**config.mk**
```make
export PLATFORM = sky130hd
export DESIGN_NAME = ddr_arbiter2
export DESIGN_NICKNAME = d
export VERILOG_FILES = /design/src/rtl/ddr_arbiter2.sv
export SDC_FILE = /design/constraint.sdc
export NUM_CORES = 1
export LEC_CHECK = 0
export BUFFER_PORTS_ARGS = -buffer_cell sky130_fd_sc_hd__buf_4
export CAP_MARGIN = 20
export CORE_AREA = 2 2 210 212
export CTS_CLUSTER_DIAMETER = 120
export DETAILED_ROUTE_END_ITERATION = 8
export DIE_AREA = 0 0 212 214
export HOLD_SLACK_MARGIN = 0.15
export PLACE_DENSITY = 0.3
export SYNTH_ARGS = -nofsm -noshare
export SYNTH_HDL_FRONTEND = slang
export SYNTH_SLANG_ARGS = --single-unit
export TNS_END_PERCENT = 100
```
**constraint.sdc**
```tcl
create_clock -name clk -period 5.5 [get_ports clk]
set_clock_uncertainty 0.1 [all_clocks]
set_input_delay 1.1 -clock clk [delete_from_list [all_inputs] [get_ports clk]]
set_output_delay 1.1 -clock clk [all_outputs]
set_load 0.1 [all_outputs]
```
**src/rtl/ddr_arbiter2.sv**
```systemverilog
// ddr_arbiter2: two-client burst arbiter for the shared DDR stream port.
// Client A is the save-state engine, client B is the object DMA. One client
// owns port X at a time, for a whole write burst or for a whole read burst
// including every returned beat.
module ddr_arbiter2 #(
  parameter bit FIXED_PRIORITY = 1'b1,  // 1: A wins ties; 0: round-robin
  parameter int BEAT_W         = 8
) (
  input  logic              clk,
  input  logic              reset,

  input  logic [31:0]       a_addr,
  input  logic [63:0]       a_wdata,
  input  logic              a_read,
  input  logic              a_write,
  input  logic [BEAT_W-1:0] a_burstcnt,
  input  logic [7:0]        a_byteenable,
  output logic [63:0]       a_rdata,
  output logic              a_busy,
  output logic              a_rdata_ready,

  input  logic [31:0]       b_addr,
  input  logic [63:0]       b_wdata,
  input  logic              b_read,
  input  logic              b_write,
  input  logic [BEAT_W-1:0] b_burstcnt,
  input  logic [7:0]        b_byteenable,
  output logic [63:0]       b_rdata,
  output logic              b_busy,
  output logic              b_rdata_ready,

  output logic [31:0]       x_addr,
  output logic [63:0]       x_wdata,
  output logic              x_read,
  output logic              x_write,
  output logic [BEAT_W-1:0] x_burstcnt,
  output logic [7:0]        x_byteenable,
  input  logic [63:0]       x_rdata,
  input  logic              x_busy,
  input  logic              x_rdata_ready
);

  typedef enum logic [1:0] {
    IDLE      = 2'd0,
    WRITE     = 2'd1,
    READ_CMD  = 2'd2,
    READ_DATA = 2'd3
  } state_t;

  localparam logic OWNER_A = 1'b0;
  localparam logic OWNER_B = 1'b1;
  localparam logic [BEAT_W-1:0] ONE_BEAT = BEAT_W'(1);

  state_t            state;
  logic              owner;
  logic              last_owner;
  logic [BEAT_W-1:0] beats_left;

  logic              req_a;
  logic              req_b;
  logic              winner;
  logic              win_write;
  logic [BEAT_W-1:0] win_burstcnt;

  logic              granted;
  logic [31:0]       own_addr;
  logic [63:0]       own_wdata;
  logic              own_read;
  logic              own_write;
  logic [BEAT_W-1:0] own_burstcnt;
  logic [7:0]        own_byteenable;
  logic              own_busy;
  logic              own_rdata_ready;

  assign req_a   = a_read | a_write;
  assign req_b   = b_read | b_write;
  assign granted = (state != IDLE);

  // Pick the winner of an arbitration cycle; only meaningful when someone requests.
  always_comb begin
    // NOTE: every always_comb output gets a default first so no path can infer a latch.
    winner = OWNER_A;
    if (req_a && req_b) begin
      winner = FIXED_PRIORITY ? OWNER_A : ~last_owner;
    end else if (req_b) begin
      winner = OWNER_B;
    end
  end

  assign win_write    = (winner == OWNER_B) ? b_write    : a_write;
  assign win_burstcnt = (winner == OWNER_B) ? b_burstcnt : a_burstcnt;

  // Select the owning client's request lines.
  always_comb begin
    own_addr       = a_addr;
    own_wdata      = a_wdata;
    own_read       = a_read;
    own_write      = a_write;
    own_burstcnt   = a_burstcnt;
    own_byteenable = a_byteenable;
    if (owner == OWNER_B) begin
      own_addr       = b_addr;
      own_wdata      = b_wdata;
      own_read       = b_read;
      own_write      = b_write;
      own_burstcnt   = b_burstcnt;
      own_byteenable = b_byteenable;
    end
  end

  // Drive port X: owner's lines while granted, zero in IDLE. The request
  // strobe that does not belong to the current phase is held low, so the
  // DDR side never sees a write during a read grant or vice versa.
  always_comb begin
    x_addr       = '0;
    x_wdata      = '0;
    x_burstcnt   = '0;
    x_byteenable = '0;
    x_read       = 1'b0;
    x_write      = 1'b0;
    if (granted) begin
      x_addr       = own_addr;
      x_wdata      = own_wdata;
      x_burstcnt   = own_burstcnt;
      x_byteenable = own_byteenable;
      x_read       = (state == READ_CMD) && own_read;
      x_write      = (state == WRITE)    && own_write;
    end
  end

  // Stall and read-beat routing: only the owner sees the DDR handshake, and
  // read beats are forwarded only while a read burst is being returned.
  assign own_busy        = (state == READ_DATA) ? 1'b1 : x_busy;
  assign own_rdata_ready = (state == READ_DATA) && x_rdata_ready;

  assign a_busy        = (granted && owner == OWNER_A) ? own_busy : 1'b1;
  assign b_busy        = (granted && owner == OWNER_B) ? own_busy : 1'b1;
  assign a_rdata_ready = (owner == OWNER_A) && own_rdata_ready;
  assign b_rdata_ready = (owner == OWNER_B) && own_rdata_ready;

  // Zero-latency read data path shared by both clients.
  assign a_rdata = x_rdata;
  assign b_rdata = x_rdata;

  // Grant FSM: arbitrate in IDLE, then count beats until the burst completes.
  always_ff @(posedge clk) begin
    // NOTE: sequential state uses non-blocking assignments so every register
    // samples pre-edge values, independent of statement order.
    if (reset) begin
      state      <= IDLE;
      owner      <= OWNER_A;
      last_owner <= OWNER_B;
      beats_left <= '0;
    end else begin
      case (state)
        IDLE: begin
          if (req_a || req_b) begin
            owner      <= winner;
            last_owner <= winner;
            state      <= win_write ? WRITE : READ_CMD;
            // A zero-length burst is still one beat.
            beats_left <= (win_burstcnt == '0) ? ONE_BEAT : win_burstcnt;
          end
        end
        WRITE: begin
          if (x_write && !x_busy) begin
            beats_left <= beats_left - ONE_BEAT;
            if (beats_left == ONE_BEAT) state <= IDLE;
          end
        end
        READ_CMD: begin
          // Grant is held until the command is accepted, even if the owner
          // withdraws its read.
          if (x_read && !x_busy) state <= READ_DATA;
        end
        READ_DATA: begin
          if (x_rdata_ready) begin
            beats_left <= beats_left - ONE_BEAT;
            if (beats_left == ONE_BEAT) state <= IDLE;
          end
        end
        default: state <= IDLE;
      endcase
    end
  end

endmodule

```
# Word-level counts from Yosys, hierarchy flattened
# Index checks and enable logic that the tools add are counted.
# classes
add_sub_neg	1
n_mul	0
n_div	0
magnitude_cmp	0
eq_ne	8
shift	0
muxes	31
n_bitwise	3
n_reduce_logical	19
# ops
cell	n
2-to-1 mux 64 bit	2
2-to-1 mux 8 bit	9
2-to-1 mux 32 bit	2
one-hot mux 8 bit (3 select lines)	1
2-to-1 mux 2 bit	6
logical AND 1 bit	10
2-to-1 mux 1 bit	10
== test 8 x 1 -> 1 bit (second input constant)	1
zero test 8 bit	1
one-hot mux 2 bit (4 select lines)	1
AND reduction 4 bit	2
subtractor 8 x 1 -> 8 bit (second input constant)	1
== test 2 bit (second input constant)	2
!= test 2 x 1 -> 1 bit (second input constant)	2
!= test 2 bit (second input constant)	2
nonzero test 3 bit	1
== test 2 x 1 -> 1 bit (second input constant)	1
zero test 2 bit	1
OR 1 bit	2
AND reduction 2 bit	1
nonzero test 2 bit	1
zero test 1 bit	1
logical OR 1 bit	1
inverter 1 bit	1
# totals
ff_bits	11
latchBits	0
ramBits	0
mem_bits_ro	0
in_bits	296
out_inout_bits	246
elab_cells	65
mem_count	0

# Logic depth before layout (Yosys ltp)
# Gate-level depths: netlist (run 1).
# logic_depth
word_depth	8
mapped_depth	7
mapped_depth_nobuf	6

# Worst setup path before layout (run 1)
# No wires, ideal clock.
# synth_timing
path_type	input to output
startpoint	input port b_read
endpoint	output port x_read
arrival_time_ps	3368
t_required_ps	4300
setup_slack_ps	932
cell_stages	2
n_path_buf	0
path_cell_list	mux2i_1 -> nor3b_1
# synth_between
elab_chain_cells	3
# synth_lines
element	line	source
start: declaration	24	input logic b_read,
2-to-1 mux 1 bit	101	if (owner == OWNER_B) begin
logical AND 1 bit	126	x_read = (state == READ_CMD) && own_read;
2-to-1 mux 1 bit	121	if (granted) begin
end: declaration	34	output logic x_read,
# Every way passes these cells.

# Worst setup path after layout (run 1)
# layout_timing
startpoint	register state[1]
endpoint	output port x_wdata[24]
# layout_between
elab_chain_cells	2
# layout_lines
element	line	source
start: declaration	54	state_t state;
start signal: assignment	160	state <= win_write ? WRITE : READ_CMD;
nonzero test 2 bit	77	assign granted = (state != IDLE);
2-to-1 mux 64 bit	121	
end: declaration	33	output logic [63:0] x_wdata,
# Every way passes these cells.

==> results.md, run 1 <==
* Async S/R FF share, synth at 0%
* CP Buf/Inv Count at 3
* Drt first pass iters at 4
* Crit Path Class: flop to primary output
* Post-CTS Hold Buffers at 0
* Peak Freq at between 0.2 and 0.3 GHz
* CTS tree: done
* GP Congestion at between 0.7 and 0.8
* Delay-heaviest family, CP: buffers and inverters
* Worst min path class: flop to flop
* Reg area at between 200 and 250 sq um
* Post-route clock period utilization at approximately two thirds
* Nets at 986
* Crit path required time at about 4.3 ns
* Main synth FF type: dfxtp_1
* Final Hold Fails at 0
* Chip width at about 210 um
* Die height at 214 um
* GR peak layer: met2
* Max clock buf depth at 2
* Cells after synthesis at around 500
* Post-CTS sizing at 0
* Number of global-route vias before repair at roughly 4.1k
* Fillers at 4,920
* Root Driver: clkbuf_16
* Met3 global-route usage at under 10%
* Critical Path End Type: primary output
* Final wirelength at between 15,000 and 20,000 um
* Post-route ant nets at 0
* Postcts setup bufs at 0
* Die Footprint at between 0.04 and 0.05 sq mm
* RSZ-0062 raised after global routing: no
* Largest net degree at the start of global routing at 64
* Status: finished clean
* M1 GR Usage at under 10%
* Clock sinks at 11
* Ys Warns at 0
* Htree depth at 1
* Worst vdd ir at about 0.12 mV
* PortBufs at 349
* Row cnt at 76
* First-pass GRT wire length at approximately 25,000 um
* Power Density at ~280 mW/mm^2
* Synthesis-to-layout area growth at 68.6%
* Max-cap violation count at 0
* Slew Viols, Final at 0
* Final min period at about 3.7 ns
* Core Box Area at approximately 0.043 sq mm
* I/O Pins at 542
* CP startpoint kind: flop
* Crit path max fanout at a little under 60
* Non-Filler Cell Area, Final at approximately 0.0059 sq mm
* Total gr overflow at 0
* Drc violations at 0
* FF+latch count, synth at 11
* Num CTS Buffers at 3
* Multi-input logic area at between 0.002 and 0.0025 sq mm
* Syn_area_per_cell at 7.16 sq um
* Rel. slew slack at between 50% and 60%
* Pleak at between 2 and 3 nW
* Critical path arrival at roughly 2.5 ns
* Worst-skew pair later-pin latency at roughly 0.24 ns
* Initial Utilization at under 10%
* Crit-path slowest cell: buf_4
* Cells along the critical path: nor2_4 -> buf_4 -> buf_4 -> nor2_1 -> buf_4
* Initial antenna violation count at 0
* Setup tns final at 0 ns
* Gr usage total at roughly 7.0%
* Layout cells sized above 1 at between 50% and 60%
* M2 GR Usage at between 10% and 20%
* CP peak stage delay at around 0.63 ns
* Avg WL per Cell at between 10 and 15 um
* Vias per inst at approximately 3.1
* Mapped cell area at 0.00349 sq mm
* Ant diodes at 0
* Mapped Nets at 786
* Placed inst area at approximately 0.0058 sq mm
* DR iter-0 viols at approximately 80
* DP Wirelength at around 14,000 um
* Post-synth EDFFs at 0
* Final setup vio count at 0
* Clock transition at path regs at 0.04 ns
* CP most frequent cell: buf_4
* Post-synth cell types at 43
* Sequential fraction of the synthesis area at approximately 6.3%
* Slew @ Worst Pin at about 0.67 ns
* Vias at slightly below 4k
[stage by stage]
stage / util [%] / hold WS, ns / worst slack, ns / total power, W / instances
after detailed placement: 13.6 / 0.354 / 1.89 / 0.00152 / 1268
after global placement: 13.6 / 0.363 / 1.92 / 0.00153 / 1268
after floorplan: - / 0.333 / 0.932 / 0.00157 / 488
after CTS: 13.7 / 0.364 / 1.65 / 0.00166 / 1272
final: 13.7 / 0.363 / 1.81 / 0.00164 / 1272
after global routing: 13.7 / 0.402 / 1.50 / 0.00171 / 1272
[flip-flops by register name, summed over array words and instances (netlist names)]
name        count
owner           1
state           2
beats_left      8
[final timing paths]
| check | from | to | slack [ns] | cells past startpoint |
|---|---|---|---|---|
| worst min-delay path | beats_left[7]$_SDFFE_PP0P_ | beats_left[7]$_SDFFE_PP0P_ | 0.36 | 2 |
| worst min register to register | beats_left[7]$_SDFFE_PP0P_ | beats_left[7]$_SDFFE_PP0P_ | 0.36 | 2 |
| worst max-delay path | state[1]$_SDFFE_PP0P_ | x_wdata[24] | 1.81 | 5 |
| worst max register to register | owner$_SDFFE_PP0P_ | beats_left[0]$_SDFFE_PP0P_ | 3.41 | 5 |
[synthesized netlist by cell type, types with 2 or more instances]
master    count  share of area [%]
o211ai_1      4               0.86
o31a_1        2               0.50
nor3_1        4               0.57
o21ai_0       3               0.43
inv_1         6               0.64
nor2_1      121                 13
nand3_1       2               0.29
buf_2        11                1.6
o21a_1        2               0.43
ha_1          2               0.72
dfxtp_1      11                6.3
nand3b_1      2               0.43
mux2_2        2               0.64
a22oi_1       2               0.43
buf_4       129                 28
mux2_1        3               0.97
o21ai_1       4               0.57
mux2i_1     115                 33
nand2_1       9               0.97
a211o_1       2               0.50
nor3b_1       2               0.43
a21oi_1      11                1.6
clkbuf_1     18                1.9
nand4_1       2               0.36
[layout by cell type, fill, tap and decap left out, types with 2 or more instances in the layout]
master     instances
buf_4            353
nor2_1           120
mux2i_1          115
a21oi_1           11
dfxtp_1           10
nand2_1            9
inv_1              6
o211ai_1           4
nor3_1             4
o21ai_1            4
mux2_1             3
o21ai_0            3
clkbuf_16          3
nand3_1            2
nand3b_1           2
nor3b_1            2
a22oi_1            2
a211o_1            2
o31a_1             2
o21a_1             2
nand4_1            2
mux2_2             2
ha_1               2
[logic make-up (layout without fill, tap and decap cells)]
kind of cell	Yosys count	after routing	share of synthesized area, %
buf+inv	165	364	32.0
simple gates	147	147	17.5
mux	120	120	34.6
compound gates	42	42	8.66
flops	11	11	6.30
fa+ha+maj	2	2	0.716
xor+xnor	1	1	0.251
[report_power, final]
group          internal, W  switching [W]  leakage [nW]  total [W]
Combinational     0.000343        0.00105          2.42    0.00139
Clock            0.0000975      0.0000369        0.0382   0.000134
Sequential       0.0000926      0.0000179        0.0918   0.000111
[worst register-to-register path, cell delays in order (launching register included)]
cell      delay (ns)
dfxtp_4         0.62
mux2_1          0.39
nand3b_1        0.14
o211a_1         0.42
a21oi_1         0.10
a221oi_2        0.24
[layout make-up]
class                   instances  share of cell area (%)
well taps                     585                    12.4
multi-input cells             312                    36.7
inverters                       6                   0.382
clock buffers                   4                    1.34
repair buffers                354                    45.3
flip-flops and latches         11                    3.80
[layer usage]
layer / vias to the layer above / routed length [um]
met5: - / 0
met4: 0 / 312
met3: 28 / 1500
met2: 249 / 8750
met1: 1713 / 6370
li1: 1920 / -
Power figures use the tool's default switching activity.
==> inputs of run 2 (changes only) <==
--- a/config.mk
+++ b/config.mk
@@ -7,10 +7,10 @@
 export LEC_CHECK = 0
 export BUFFER_PORTS_ARGS = -buffer_cell sky130_fd_sc_hd__buf_4
 export CAP_MARGIN = 20
-export CORE_AREA = 2 2 210 212
+export CORE_AREA = 2 2 209 211
 export CTS_CLUSTER_DIAMETER = 120
 export DETAILED_ROUTE_END_ITERATION = 8
-export DIE_AREA = 0 0 212 214
+export DIE_AREA = 0 0 211 213
 export HOLD_SLACK_MARGIN = 0.15
 export PLACE_DENSITY = 0.3
 export SYNTH_ARGS = -nofsm -noshare
==> constraint.sdc (replaced) <==
create_clock -name clk -period 3 [get_ports clk]
set_clock_uncertainty 0.1 [all_clocks]
set_input_delay 0.6 -clock clk [delete_from_list [all_inputs] [get_ports clk]]
set_output_delay 0.6 -clock clk [all_outputs]
set_load 0.1 [all_outputs]
==> run 2 against run 1 <==
  * First-iteration DRC count is 8.6% lower
  * Combinational power up 86%
  * Sequential share of layout area hardly changed
  * Via count increased by 1.3%
==> results.md, run 2 (same netlist as run 1, synthesis figures left out) <==
* DRT met1 WL at 7230 um (+13%)
* Largest net degree at the start of global routing at 68 (+6.3%)
* Ant diodes at 0 (unchanged)
* Reg with most FFs: beats_left
* Max clock buf depth at 2 (unchanged)
* Crit Path Class: flop to primary output
* Drc violations at 0 (unchanged)
* Nets at 993 (+0.71%)
* Drt first pass iters at 4 (unchanged)
* Final min period at around 2.5 ns
* Layout cells sized above 1 at 53.9% (+0.62 points)
* Worst min path class: flop to flop
* Post-route ant nets at 0 (unchanged)
* Avg WL per Cell at 14.3 um (+7.6%)
* RSZ-0062 raised after global routing: no
* PortBufs at 349 (unchanged)
* Final setup vio count at 0 (unchanged)
* Post-CTS Hold Buffers at 0 (unchanged)
* Synthesis-to-layout area growth at 69.9%
* Commonest non-fill, non-tap cells in the layout: buf_4, nor2_1, mux2i_1
* Top flop regs: beats_left (8), state (2), owner (1)
* FF-to-FF Start: owner$_SDFFE_PP0P_
* Final worst-path setup slack at 0.452 ns (-1.35 ns)
* First-pass GRT wire length at 24,400 um (-1.2%)
* Rel. slew slack at 59.4% (+4.0 points)
* Final Hold Fails at 0 (unchanged)
* Vias per inst at 3.19 (+3.9%)
* Initial Utilization at 8.18% (+0.036 points)
* CTS tree: done
* Non-Filler Cell Area, Final at 0.00594 sq mm (+0.79%)
* Hold path startpoint: beats_left[7]$_SDFFE_PP0P_
* Placed inst area at 0.00586 sq mm (+0.80%)
* Core Box Area at 0.0427 sq mm (-0.44%)
* Setup WS pre-CTS at 0.599 ns (-1.29 ns)
* Post-route clock period utilization at 84.9%
* Initial antenna violation count at 1 (+1)
* Worst-skew pair later-pin latency at 0.24 ns (about the same)
* Pleak at 2.60 nW (+2.0%)
* Num CTS Buffers at 3 (unchanged)
* DP Wirelength at 15,300 um (+8.6%)
* Top Metal Used: met5
* DR iter-0 viols at 74 (-8.6%)
* Final core occ at 13.9% (+0.17 points)
* Number of global-route vias before repair at 3,922 (-4.5%)
* Slew Viols, Final at 0 (unchanged)
* GP Congestion at 0.645 (-12%)
* Post-CTS sizing at 0 (unchanged)
* Crit path required time at 2.30 ns (-2.00 ns)
* Crit path max fanout at 26 (-56%)
* Critical path arrival at 1.85 ns (-0.64 ns)
* Die Footprint at 0.0449 sq mm (-0.94%)
* Final wirelength at 17,800 um (+4.9%)
* Total gr overflow at 0 (unchanged)
* Vias at 3,959 (+1.3%)
* I/O Pins at 542 (unchanged)
* Met3 wire len at 1490 um (-0.60%)
* Die height at 213 um (-0.47%)
* Slew @ Worst Pin at 0.607 ns (-0.0615 ns)
* Peak Freq at 0.392 GHz
* Chip width at 211 um (-0.47%)
* Clock transition at path regs at 0.05 ns (about the same)
* Row cnt at 76 (unchanged)
* Met2 routed WL at 8770 um (+0.24%)
* Worst vdd ir at 0.202 mV (+69%)
* Root Driver: clkbuf_16
* CP startpoint kind: flop
* Flip-flop count of the largest register after layout at 8 (unchanged)
* Power Density at 512 mW/mm^2 (+84%)
* Critical Path End Type: primary output
* Postcts setup bufs at 0 (unchanged)
* Setup tns final at 0 ns (unchanged)
* Max-cap violation count at 0 (unchanged)
* Htree depth at 1 (unchanged)
* Status: finished clean
* Commonest non-fill, non-tap cell in the layout: buf_4
* Clock sinks at 11 (unchanged)
* CP startpoint: owner$_SDFFE_PP0P_
* Gr usage total at 7.08% (+0.11 points)
run 2: cell types whose count changed in the layout (fill, tap and decap cells not counted):
cell | before | now
buf_12 | 1 | 4
buf_4 | 353 | 357
nor3b_1 | 2 | 1
nor3b_2 | 0 | 1
run 2: layout make-up:
cell class	instances	area, sq um
Multi-Input combinational cell	312	2170
Fill cell	4948	36800
Tap cell	546	683
Sequential cell	11	224
Clock buffer	4	78.8
Timing Repair Buffer	361	2760
Inverter	6	22.5
run 2: worst paths after layout:
path	to	slack, ns	depth (start not counted)
worst max-delay path	x_addr[0]	0.45	4
worst min-delay path	beats_left[7]$_SDFFE_PP0P_	0.36	2
worst max register to register	beats_left[0]$_SDFFE_PP0P_	0.84	6
worst min register to register	beats_left[7]$_SDFFE_PP0P_	0.36	2
run 2: critical path: stages, from the launching register on:
cell	delay, ns
dfxtp_4	0.51
buf_4	0.47
mux2i_1	0.30
nor2_1	0.07
buf_4	0.25
run 2: through the flow:
stage	instances	hold WS, ns	total power [W]
after floorplan	488	0.333	0.00289
after global placement	1236	0.348	0.00282
after detailed placement	1236	0.353	0.00282
after CTS	1240	0.361	0.00307
after global routing	1240	0.375	0.00317
final	1240	0.358	0.00304
run 2: power breakdown:
group	switching, W	leakage [nW]	total, W	internal, W
Sequential	0.0000259	0.0918	0.000196	0.000170
Combinational	0.00194	2.47	0.00259	0.000646
Clock	0.0000744	0.0382	0.000254	0.000179
Total	0.00204	2.60	0.00304	0.000995
run 2: per-layer routing:
metal	global-route usage [%]	up-vias
met5	0	-
met4	1.31	2
met3	2.47	32
met2	11.8	241
met1	8.83	1748
li1	-	1936
